==> src/rtl/ex_wb_return_pkg.sv <==
// Shared widths and the MEM/WB stage payload for the EX->ID return path.
package ex_wb_return_pkg;

  localparam int unsigned DW = 32;
  localparam int unsigned AW = 5;
  localparam logic [AW-1:0] REG_ZERO = 5'd0;

  typedef struct packed {
    logic          we;
    logic [AW-1:0] addr;
    logic [DW-1:0] data;
  } stage_t;

endpackage

==> src/rtl/ex_wb_return_fwd_mux.sv <==
// One operand's forwarding select: MEM hit beats WB hit, register 0 never forwards.
module ex_wb_return_fwd_mux
  import ex_wb_return_pkg::*;
(
  input  logic [AW-1:0] raddr,
  input  logic [DW-1:0] rdata,
  input  stage_t        mem,
  input  stage_t        wb,
  output logic [DW-1:0] fwd_c,
  output logic          hit_c
);

  always_comb begin
    fwd_c = rdata;
    hit_c = 1'b0;
    if (raddr != REG_ZERO) begin
      if (mem.we && (mem.addr == raddr)) begin
        fwd_c = mem.data;
        hit_c = 1'b1;
      end else if (wb.we && (wb.addr == raddr)) begin
        fwd_c = wb.data;
        hit_c = 1'b1;
      end
    end
  end

endmodule

==> src/rtl/ex_wb_return.sv <==
// EX result return path: MEM/WB staging, register-file write port and ID operand forwarding.
// Optional macro FWD_COUNT_EN adds a saturating 16-bit forwarding event counter (fwd_count).
module ex_wb_return
  import ex_wb_return_pkg::*;
(
  input  logic          clk,
  input  logic          rst_n,
  input  logic          EX_RegDst,
  input  logic          EX_RegWrite,
  input  logic [AW-1:0] EX_rt,
  input  logic [AW-1:0] EX_rd,
  input  logic [DW-1:0] EX_result,
  input  logic          hold,
  input  logic          flush,
  input  logic [AW-1:0] ID_rs,
  input  logic [AW-1:0] ID_rt,
  input  logic [DW-1:0] ID_rdata1,
  input  logic [DW-1:0] ID_rdata2,
  output logic          WB_RegWrite,
  output logic [AW-1:0] WB_waddr,
  output logic [DW-1:0] WB_wdata,
  output logic [DW-1:0] ID_rdata1_fwd,
  output logic [DW-1:0] ID_rdata2_fwd
`ifdef FWD_COUNT_EN
  ,
  output logic [15:0]   fwd_count
`endif
);

  stage_t        ex_c;
  stage_t        mem_q;
  stage_t        wb_q;
  logic [AW-1:0] dst_c;
  logic          hit1_c;
  logic          hit2_c;

  // Writes to register 0 are dropped here so nothing downstream needs to re-check.
  always_comb begin
    dst_c   = EX_RegDst ? EX_rd : EX_rt;
    ex_c.we   = EX_RegWrite && (dst_c != REG_ZERO);
    ex_c.addr = dst_c;
    ex_c.data = EX_result;
  end

  // Flush wins over hold on MEM so a held pipeline can still drop the squashed result.
  always_ff @(posedge clk or negedge rst_n) begin
    if (!rst_n) begin
      mem_q <= '0;
    end else if (flush) begin
      mem_q <= '0;
    end else if (!hold) begin
      mem_q <= ex_c;
    end
  end

  always_ff @(posedge clk or negedge rst_n) begin
    if (!rst_n) begin
      wb_q <= '0;
    end else if (!hold) begin
      wb_q <= mem_q;
    end
  end

  assign WB_RegWrite = wb_q.we;
  assign WB_waddr    = wb_q.addr;
  assign WB_wdata    = wb_q.data;

  ex_wb_return_fwd_mux u_fwd_rs (
    .raddr (ID_rs),
    .rdata (ID_rdata1),
    .mem   (mem_q),
    .wb    (wb_q),
    .fwd_c (ID_rdata1_fwd),
    .hit_c (hit1_c)
  );

  ex_wb_return_fwd_mux u_fwd_rt (
    .raddr (ID_rt),
    .rdata (ID_rdata2),
    .mem   (mem_q),
    .wb    (wb_q),
    .fwd_c (ID_rdata2_fwd),
    .hit_c (hit2_c)
  );

`ifdef FWD_COUNT_EN
  // At most one count per unheld edge, saturating.
  always_ff @(posedge clk or negedge rst_n) begin
    if (!rst_n) begin
      fwd_count <= 16'd0;
    end else if (!hold && (hit1_c || hit2_c) && (fwd_count != 16'hFFFF)) begin
      fwd_count <= fwd_count + 16'd1;
    end
  end
`else
  logic unused_hit;
  assign unused_hit = hit1_c ^ hit2_c;
`endif

endmodule

==> config.mk <==
export PLATFORM = sky130hd
export DESIGN_NAME = ex_wb_return
export DESIGN_NICKNAME = d
export VERILOG_FILES = /design/src/rtl/ex_wb_return_pkg.sv /design/src/rtl/ex_wb_return_fwd_mux.sv /design/src/rtl/ex_wb_return.sv
export SDC_FILE = /design/constraint.sdc
export NUM_CORES = 1
export LEC_CHECK = 0
export CORE_ASPECT_RATIO = 1.25
export CORE_MARGIN = 1.5
export CORE_UTILIZATION = 45
export DETAILED_ROUTE_END_ITERATION = 8
export PLACE_DENSITY = 0.87
export SLEW_MARGIN = 20
export SYNTH_ARGS = -nofsm -noshare
export SYNTH_HDL_FRONTEND = slang
export SYNTH_SLANG_ARGS = --single-unit
==> constraint.sdc <==
create_clock -name clk -period 5.6 [get_ports clk]
set_input_delay 0.84 -clock clk [delete_from_list [all_inputs] [get_ports clk]]
set_output_delay 0.84 -clock clk [all_outputs]
set_load 0.005 [all_outputs]
Yosys cells after proc, flatten, opt, wreduce, memory -nomap -nowiden
Cells that the tools add are included.

cells by class
  equal/unequal tests = 5
  muxes and demuxes = 9
  reductions and logical operators = 8

operator list
  cell                                                                      number
  32-bit 2-to-1 mux                                                         6
  38-bit 2-to-1 mux                                                         2
  5-bit == test                                                             4
  5-bit nonzero test                                                        3
  1-bit logical AND                                                         5
  5-bit 2-to-1 mux                                                          1
  2-bit by 1-bit inequality test with 1-bit output (second input constant)  1

word-level totals
  bits in registers = 76
  input port bits = 122
  word-level logic and storage cells = 28

Depth between registers and ports, before layout
Gate-level depths: netlist (run 1).

  depth in word-level cells = 5
  mapped depth = 7
  gate-level depth less buffers = 5

Hierarchy
Synthesis (run 1) repeated with hierarchy kept, for this count alone.

unflattened totals
  cell total of the unflattened synthesis = 412
  area, all modules = 4941.0 um2

by module, submodules not included
  module                times used  cells each  area each (um2)  seq. area each (um2)
  ex_wb_return          1           216         3106.7           1901.8
  ex_wb_return_fwd_mux  2           98          917.1            0.0

Worst setup path after synthesis (run 1)
Ideal clock, no wire load.

  path type = input to output
  from = in ID_rt[3]
  to = out ID_rdata2_fwd[0]
  arrival = 2.067 ns
  data required time = 4.760 ns
  slack = 2.693 ns
  cell stages on the path = 7
  path buffers = 2
  cell sequence = xnor2_1 nand4_1 or3_1 buf_2 a21boi_4 buf_6 a2bb2oi_2

on the way
  word-level cells in the longest chain between the ends = 5

RTL lines
  element                RTL line                    text
  start: declaration     ex_wb_return.sv:16          input logic [AW-1:0] ID_rt,
  5-bit == test          ex_wb_return_fwd_mux.sv:20  end else if (wb.we && (wb.addr == raddr)) begin
  1-bit logical AND      ex_wb_return_fwd_mux.sv:20
  32-bit 2-to-1 mux      ex_wb_return_fwd_mux.sv:20
  32-bit 2-to-1 mux      ex_wb_return_fwd_mux.sv:17  if (mem.we && (mem.addr == raddr)) begin
  32-bit 2-to-1 mux (*)  ex_wb_return_fwd_mux.sv:16  if (raddr != REG_ZERO) begin
  end: declaration       ex_wb_return.sv:23          output logic [DW-1:0] ID_rdata2_fwd

Mark *: on every way between the ends. The rest lies on a longest branch, timed or not.

Final worst setup path (run 1)
  from = in ID_rt[3]
  to = out ID_rdata2_fwd[13]

The elaborated chain is that of the path after synthesis.

==> results.cfg, run 1 <==
[cells_and_area]
nFillCells = 767
finalNetCount = 741
antenna_cells = 0
fin_cells = 756
drive_above_1_share_pct = 21.0
synthToLayoutAreaGrowth_pct = 53.9

[place]
port_buffers = 223
place_congestion = 0.815
pre_cts_ws_ns = 0.962
dpl.hpwl_um = 10400
placed_cells_incl_taps = 740

[synthesis]
synth_nets = 537
netlist_instances = 415
yosysTopAreaCell = dfrtp_1
avgSynthCellArea_um2 = 11.6
synth-edff-count = 0
synth_most_common_cell = dfrtp_1
netlist_top_cells_count = dfrtp_1 (76), o22ai_1 (64), a2bb2oi_2 (60)
synth_top_area_share_pct = 39.6
async_reset_ff_share_pct = 100
synth_top_flop_cell = dfrtp_1
synth_cell_types = 28
ys_ff_latch = 76
synth_warnings = 0
ys_top_cells_by_area = dfrtp_1 (40%), a2bb2oi_2 (19%), mux2_2 (8.7%)
synthesis.area_um2 = 4800
yosysSeqAreaShare_pct = 39.6

[setup_path]
cp-startpoint = ID_rt[3]
reg2regPathDepth = 2
crit_path_end_kind = output pin
rrSetupSlack_ns = 4.67
r2r-start = mem_q[37]
cp_max_fo = 22
critPathArrivalTime_ns = 3.86
r2r-end = WB_RegWrite
critPathCapture = ID_rdata2_fwd[13]
critPathKind = in2out
crit_required_ns = 4.76
worst_setup_path_start_kind = input pin

[route]
vias = 4317
drtPass1Iterations = 4
wl_um = 14800
drt_iter0_drc = 208
vias_per_cell = 5.71
wl_per_cell_um = 19.6
drcViolationCount = 0
ant_nets = 0

[floorplan]
dieArea_um2 = 11300
fp-row-count = 42
io_pins = 224
die_width_um = 95.4
core_area_um2 = 10500
start_util_pct = 45.7
dieHeight_um = 118

[timing]
final_hold_viol_count = 0
rsz0062_at_grt = false
tightest_slew_ns = 1.15
setup_slack_ns = 0.903
period_needed_ns = 4.70
drv_slew = 0
fin_tns_setup_ns = 0
fmax_mhz = 213
relSlewSlack_pct = 23.3
clock_skew_ns = 0.00541
timing.final.crit_share_pct = 83.9
hold_ws_ns = 0.524
setup_viol = 0

[job]
cap_violations = 0

[power_and_ir_drop]
peakVddDrop_uv = 143
power-per-cell-area_nw_per_um2 = 215
total_power_mw = 1.59
leakage_nw = 3.13

[clock_network]
cts_root_buffer = clkbuf_16
clk_path_buf_depth = 2
postCtsSetupBuffers = 0
insertion_delay_ns = 0.32
cts_max_level = 3
numClockSinks = 76
cts_hold_buf = 0
cts_inserted_buffers = 9
clk_pin_slew_worst_paths_ns = 0.06
cts_tree = built
cts_resized = 0

[grt]
grt_first_pass_wirelength_um = 23500
first_global_vias = 4558
grt_start_max_net_pins = 84
grt.total_usage_pct = 26.8
antenna_found_initial = 0
grt-ovfl-total = 0

[min_path]
hp-class = reg2reg

[outcome]
status = completed
-- state kept, by name, indices dropped and copies added (netlist names) --
name         flops
WB_wdata        32
WB_waddr         5
WB_RegWrite      1
mem_q           38
-- cell type report --
class / count / area (um^2) / share of cell area [%]
repair buffers: 233 / 2300 / 31.1
clock inverters: 4 / 47.5 / 0.643
flip-flops and latches: 76 / 1900 / 25.7
multi-input cells: 298 / 2710 / 36.7
well taps: 132 / 165 / 2.23
inverters: 1 / 3.75 / 0.0508
clock buffers: 12 / 256 / 3.47
-- report_power, final --
part | switching, mW | internal (mW) | total (mW)
Sequential | 0.0432 | 0.588 | 0.631
Combinational | 0.127 | 0.251 | 0.379
Clock | 0.209 | 0.368 | 0.577
-- cell families after synthesis --
group	share of synthesized area, %
compound gates	30.2
xor+xnor	3.65
buf+inv	4.40
flops	39.6
mux	16.4
simple gates	5.73
-- per-layer routing --
layer / share of wire, % / GRT usage [%]
met1: 38 / 31.7
met3: 5.9 / 4.57
met2: 54 / 46.8
met5: 0 / 0
met4: 2.0 / 11.2
-- metrics by stage --
| stage | instance area (um^2) | util, % |
|---|---|---|
| global placement | 7090 | 67.4 |
| CTS | 7390 | 70.3 |
| floorplan | 4800 | - |
| finish | 7390 | 70.3 |
| global route | 7390 | 70.3 |
| detailed placement | 7090 | 67.4 |
-- worst min path at each step --
| stage | from | end | slack [ns] | cells after the start |
|---|---|---|---|---|
| 2_1_floorplan | mem_q[37] | mem_q[37] | 0.48 | 2 |
| 4_1_cts | mem_q[37] | mem_q[37] | 0.52 | 2 |
| 3_5_place_dp | mem_q[37] | mem_q[37] | 0.51 | 2 |
| 3_3_place_gp | mem_q[37] | mem_q[37] | 0.50 | 2 |
| 6_report | mem_q[37] | mem_q[37] | 0.52 | 2 |
| 5_1_grt | mem_q[37] | mem_q[37] | 0.56 | 2 |
-- cells in the final DEF (no fill, tap or decap), types with 3 or more instances in the layout --
master,instances
mux2i_1,37
a21oi_1,6
xor2_1,10
xnor2_1,10
clkbuf_16,9
nor3_1,4
buf_4,12
dfrtp_1,76
mux2_2,37
nand2_1,3
a2bb2oi_2,60
nor2_1,45
o22ai_1,64
clkdlybuf4s50_1,221
-- worst max-delay path, cell delays in order --
cell and delay [ns]:
clkdlybuf4s50_1 0.54, xnor2_1 0.15, nand4_1 0.19, o311ai_4 0.96, buf_4 0.35, o22ai_1 0.12, a2bb2oi_2 0.17, clkdlybuf4s50_1 0.52
(Power assumes the default switching activity.)
==> run 2, diff against run 1 <==
--- a/config.mk
+++ b/config.mk
@@ -7,9 +7,9 @@
 export LEC_CHECK = 0
 export CORE_ASPECT_RATIO = 1.25
 export CORE_MARGIN = 1.5
-export CORE_UTILIZATION = 45
+export CORE_UTILIZATION = 38
 export DETAILED_ROUTE_END_ITERATION = 8
-export PLACE_DENSITY = 0.87
+export PLACE_DENSITY = 0.78
 export SLEW_MARGIN = 20
 export SYNTH_ARGS = -nofsm -noshare
 export SYNTH_HDL_FRONTEND = slang
==> constraint.sdc (replaced) <==
create_clock -name clk -period 3.91 [get_ports clk]
set_input_delay 0.5865 -clock clk [delete_from_list [all_inputs] [get_ports clk]]
set_output_delay 0.5865 -clock clk [all_outputs]
set_load 0.005 [all_outputs]
==> run 2 against run 1 <==
  * Hold slack worse by 0.12 ns
  * Via count up 1.5%
  * Die area up 18%
  * Flip-flop and latch count unchanged
  * Routed wire length up 4.6%
  * Worst setup slack worse by 0.71 ns
  * Clock power up 52%
==> results.cfg, run 2 (same netlist as run 1, synthesis figures left out) <==
[grt]
grt_start_max_net_pins = 84
grt.total_usage_pct = 22.6
busiest_layer = met2
first_global_vias = 4589
met3_usage_pct = 5.37
grtUsageMet1_pct = 25.3
globalRouteMet2Util_pct = 42.0
antenna_found_initial = 0
grt-ovfl-total = 0
grt_first_pass_wirelength_um = 24000

[clock_network]
clk_path_buf_depth = 2
cts_resized = 0
cts_root_buffer = clkbuf_16
clk_pin_slew_worst_paths_ns = 0.06
cts_tree = built
cts_inserted_buffers = 9
cts_hold_buf = 0
cts_max_level = 3
insertion_delay_ns = 0.32
numClockSinks = 76

[route]
drtPass1Iterations = 4
vias_per_cell = 5.47
drt_iter0_drc = 97
ant_nets = 0
wl_um = 15500
vias = 4380
wl_per_cell_um = 19.3
drcViolationCount = 0

[setup_path]
max_stage_delay_ns = 0.56
critPathArrivalTime_ns = 3.13
reg2regPathDepth = 2
r2r-start = mem_q[37]
rrSetupSlack_ns = 3.06
crit_path_end_kind = output pin
worst_setup_path_start_kind = input pin
crit_path_top_delay_cell = clkdlybuf4s50_1
path_buf_inv = 5
path_cells = clkdlybuf4s50_1, buf_4, xor2_1, nor4_1, buf_4, nand2_1, a21boi_4, buf_12, o2bb2a_1, clkdlybuf4s50_1
critPathTopFamily = buffers and inverters
cp_max_fo = 32
r2r-end = WB_RegWrite
crit_required_ns = 3.32
critPathKind = in2out

[cells_and_area]
synthToLayoutAreaGrowth_pct = 58.4
mostFrequentLayoutCells = clkdlybuf4s50_1 (220), dfrtp_1 (76), o22ai_1 (64), a2bb2oi_2 (60), nor2_1 (45)
fin_cells = 801
regMostFlops = mem_q
antenna_cells = 0
finalNetCount = 754
final_common_cell = clkdlybuf4s50_1
drive_above_1_share_pct = 22.8
fin_util_pct = 62.3
largest_reg_flops = 38

[timing]
rsz0062_at_grt = false
tightest_slew_ns = 0.938
setup_viol = 0
fmax_mhz = 269
setup_slack_ns = 0.193
period_needed_ns = 3.72
final_hold_viol_count = 0
clock_skew_ns = 0.00365
drv_slew = 0
timing.final.crit_share_pct = 95.1
relSlewSlack_pct = 37.5

[job]
cap_violations = 0

[outcome]
status = completed

[floorplan]
dieArea_um2 = 13300
die_width_um = 104
io_pins = 224
dieHeight_um = 129
start_util_pct = 39.3
fp-row-count = 45
core_area_um2 = 12200

[place]
pre_cts_ws_ns = -0.0199
placed_cells_incl_taps = 780
port_buffers = 223
dpl.hpwl_um = 10800
place_congestion = 0.841

[power_and_ir_drop]
leakage_nw = 3.22
peakVddDrop_uv = 185
total_power_mw = 2.33
power-per-cell-area_nw_per_um2 = 307

[min_path]
hp-class = in2async
## run 2: repair_timing
item                                    4_1_cts  5_1_grt
buffers inserted                              4        0
endpoints found under the hold margin         0        0
endpoints found under the setup margin        3        0
## run 2: metal layers
metal / part of all wire (%) / routed length (um)
met1: 40 / 6250
met2: 52 / 8080
met3: 5.4 / 843
met4: 1.9 / 295
met5: 0 / 0
## run 2: worst register-to-register path: stages, from the launching register on
cell     delay [ns]
dfrtp_1        0.38
inv_1          0.21
o21ai_0        0.13
## run 2: cell type report
class	count	area (um^2)
Fill cell	982	4610
Multi-Input combinational cell	298	2710
Timing Repair Buffer	246	2460
Sequential cell	76	1900
Clock buffer	11	243
Tap cell	164	205
Clock inverter	5	75.1
Inverter	1	3.75
## run 2: how the worst max path moves through the flow
| stage | to | from | depth (start not counted) |
|---|---|---|---|
| 6_report | ID_rdata1_fwd[30] | ID_rs[1] | 10 |
| 2_1_floorplan | ID_rdata2_fwd[0] | ID_rt[3] | 7 |
| 4_1_cts | ID_rdata2_fwd[30] | ID_rt[3] | 8 |
| 5_1_grt | ID_rdata1_fwd[30] | ID_rs[0] | 8 |
| 3_3_place_gp | ID_rdata1_fwd[6] | ID_rs[0] | 8 |
| 3_5_place_dp | ID_rdata1_fwd[4] | ID_rs[0] | 8 |
## run 2: report_power, final
| group | switching (mW) | internal [mW] | total [mW] |
|---|---|---|---|
| Combinational | 0.187 | 0.367 | 0.554 |
| Clock | 0.302 | 0.573 | 0.875 |
| Sequential | 0.0628 | 0.842 | 0.905 |
## run 2: through the flow
step	instance area [um^2]	hold slack (ns)	setup TNS [ns]
global route	7610	0.485	0
detailed placement	7220	0.522	-0.0205
floorplan	4800	0.291	0
global placement	7220	0.499	0
finish	7610	0.408	0
CTS	7580	0.447	0
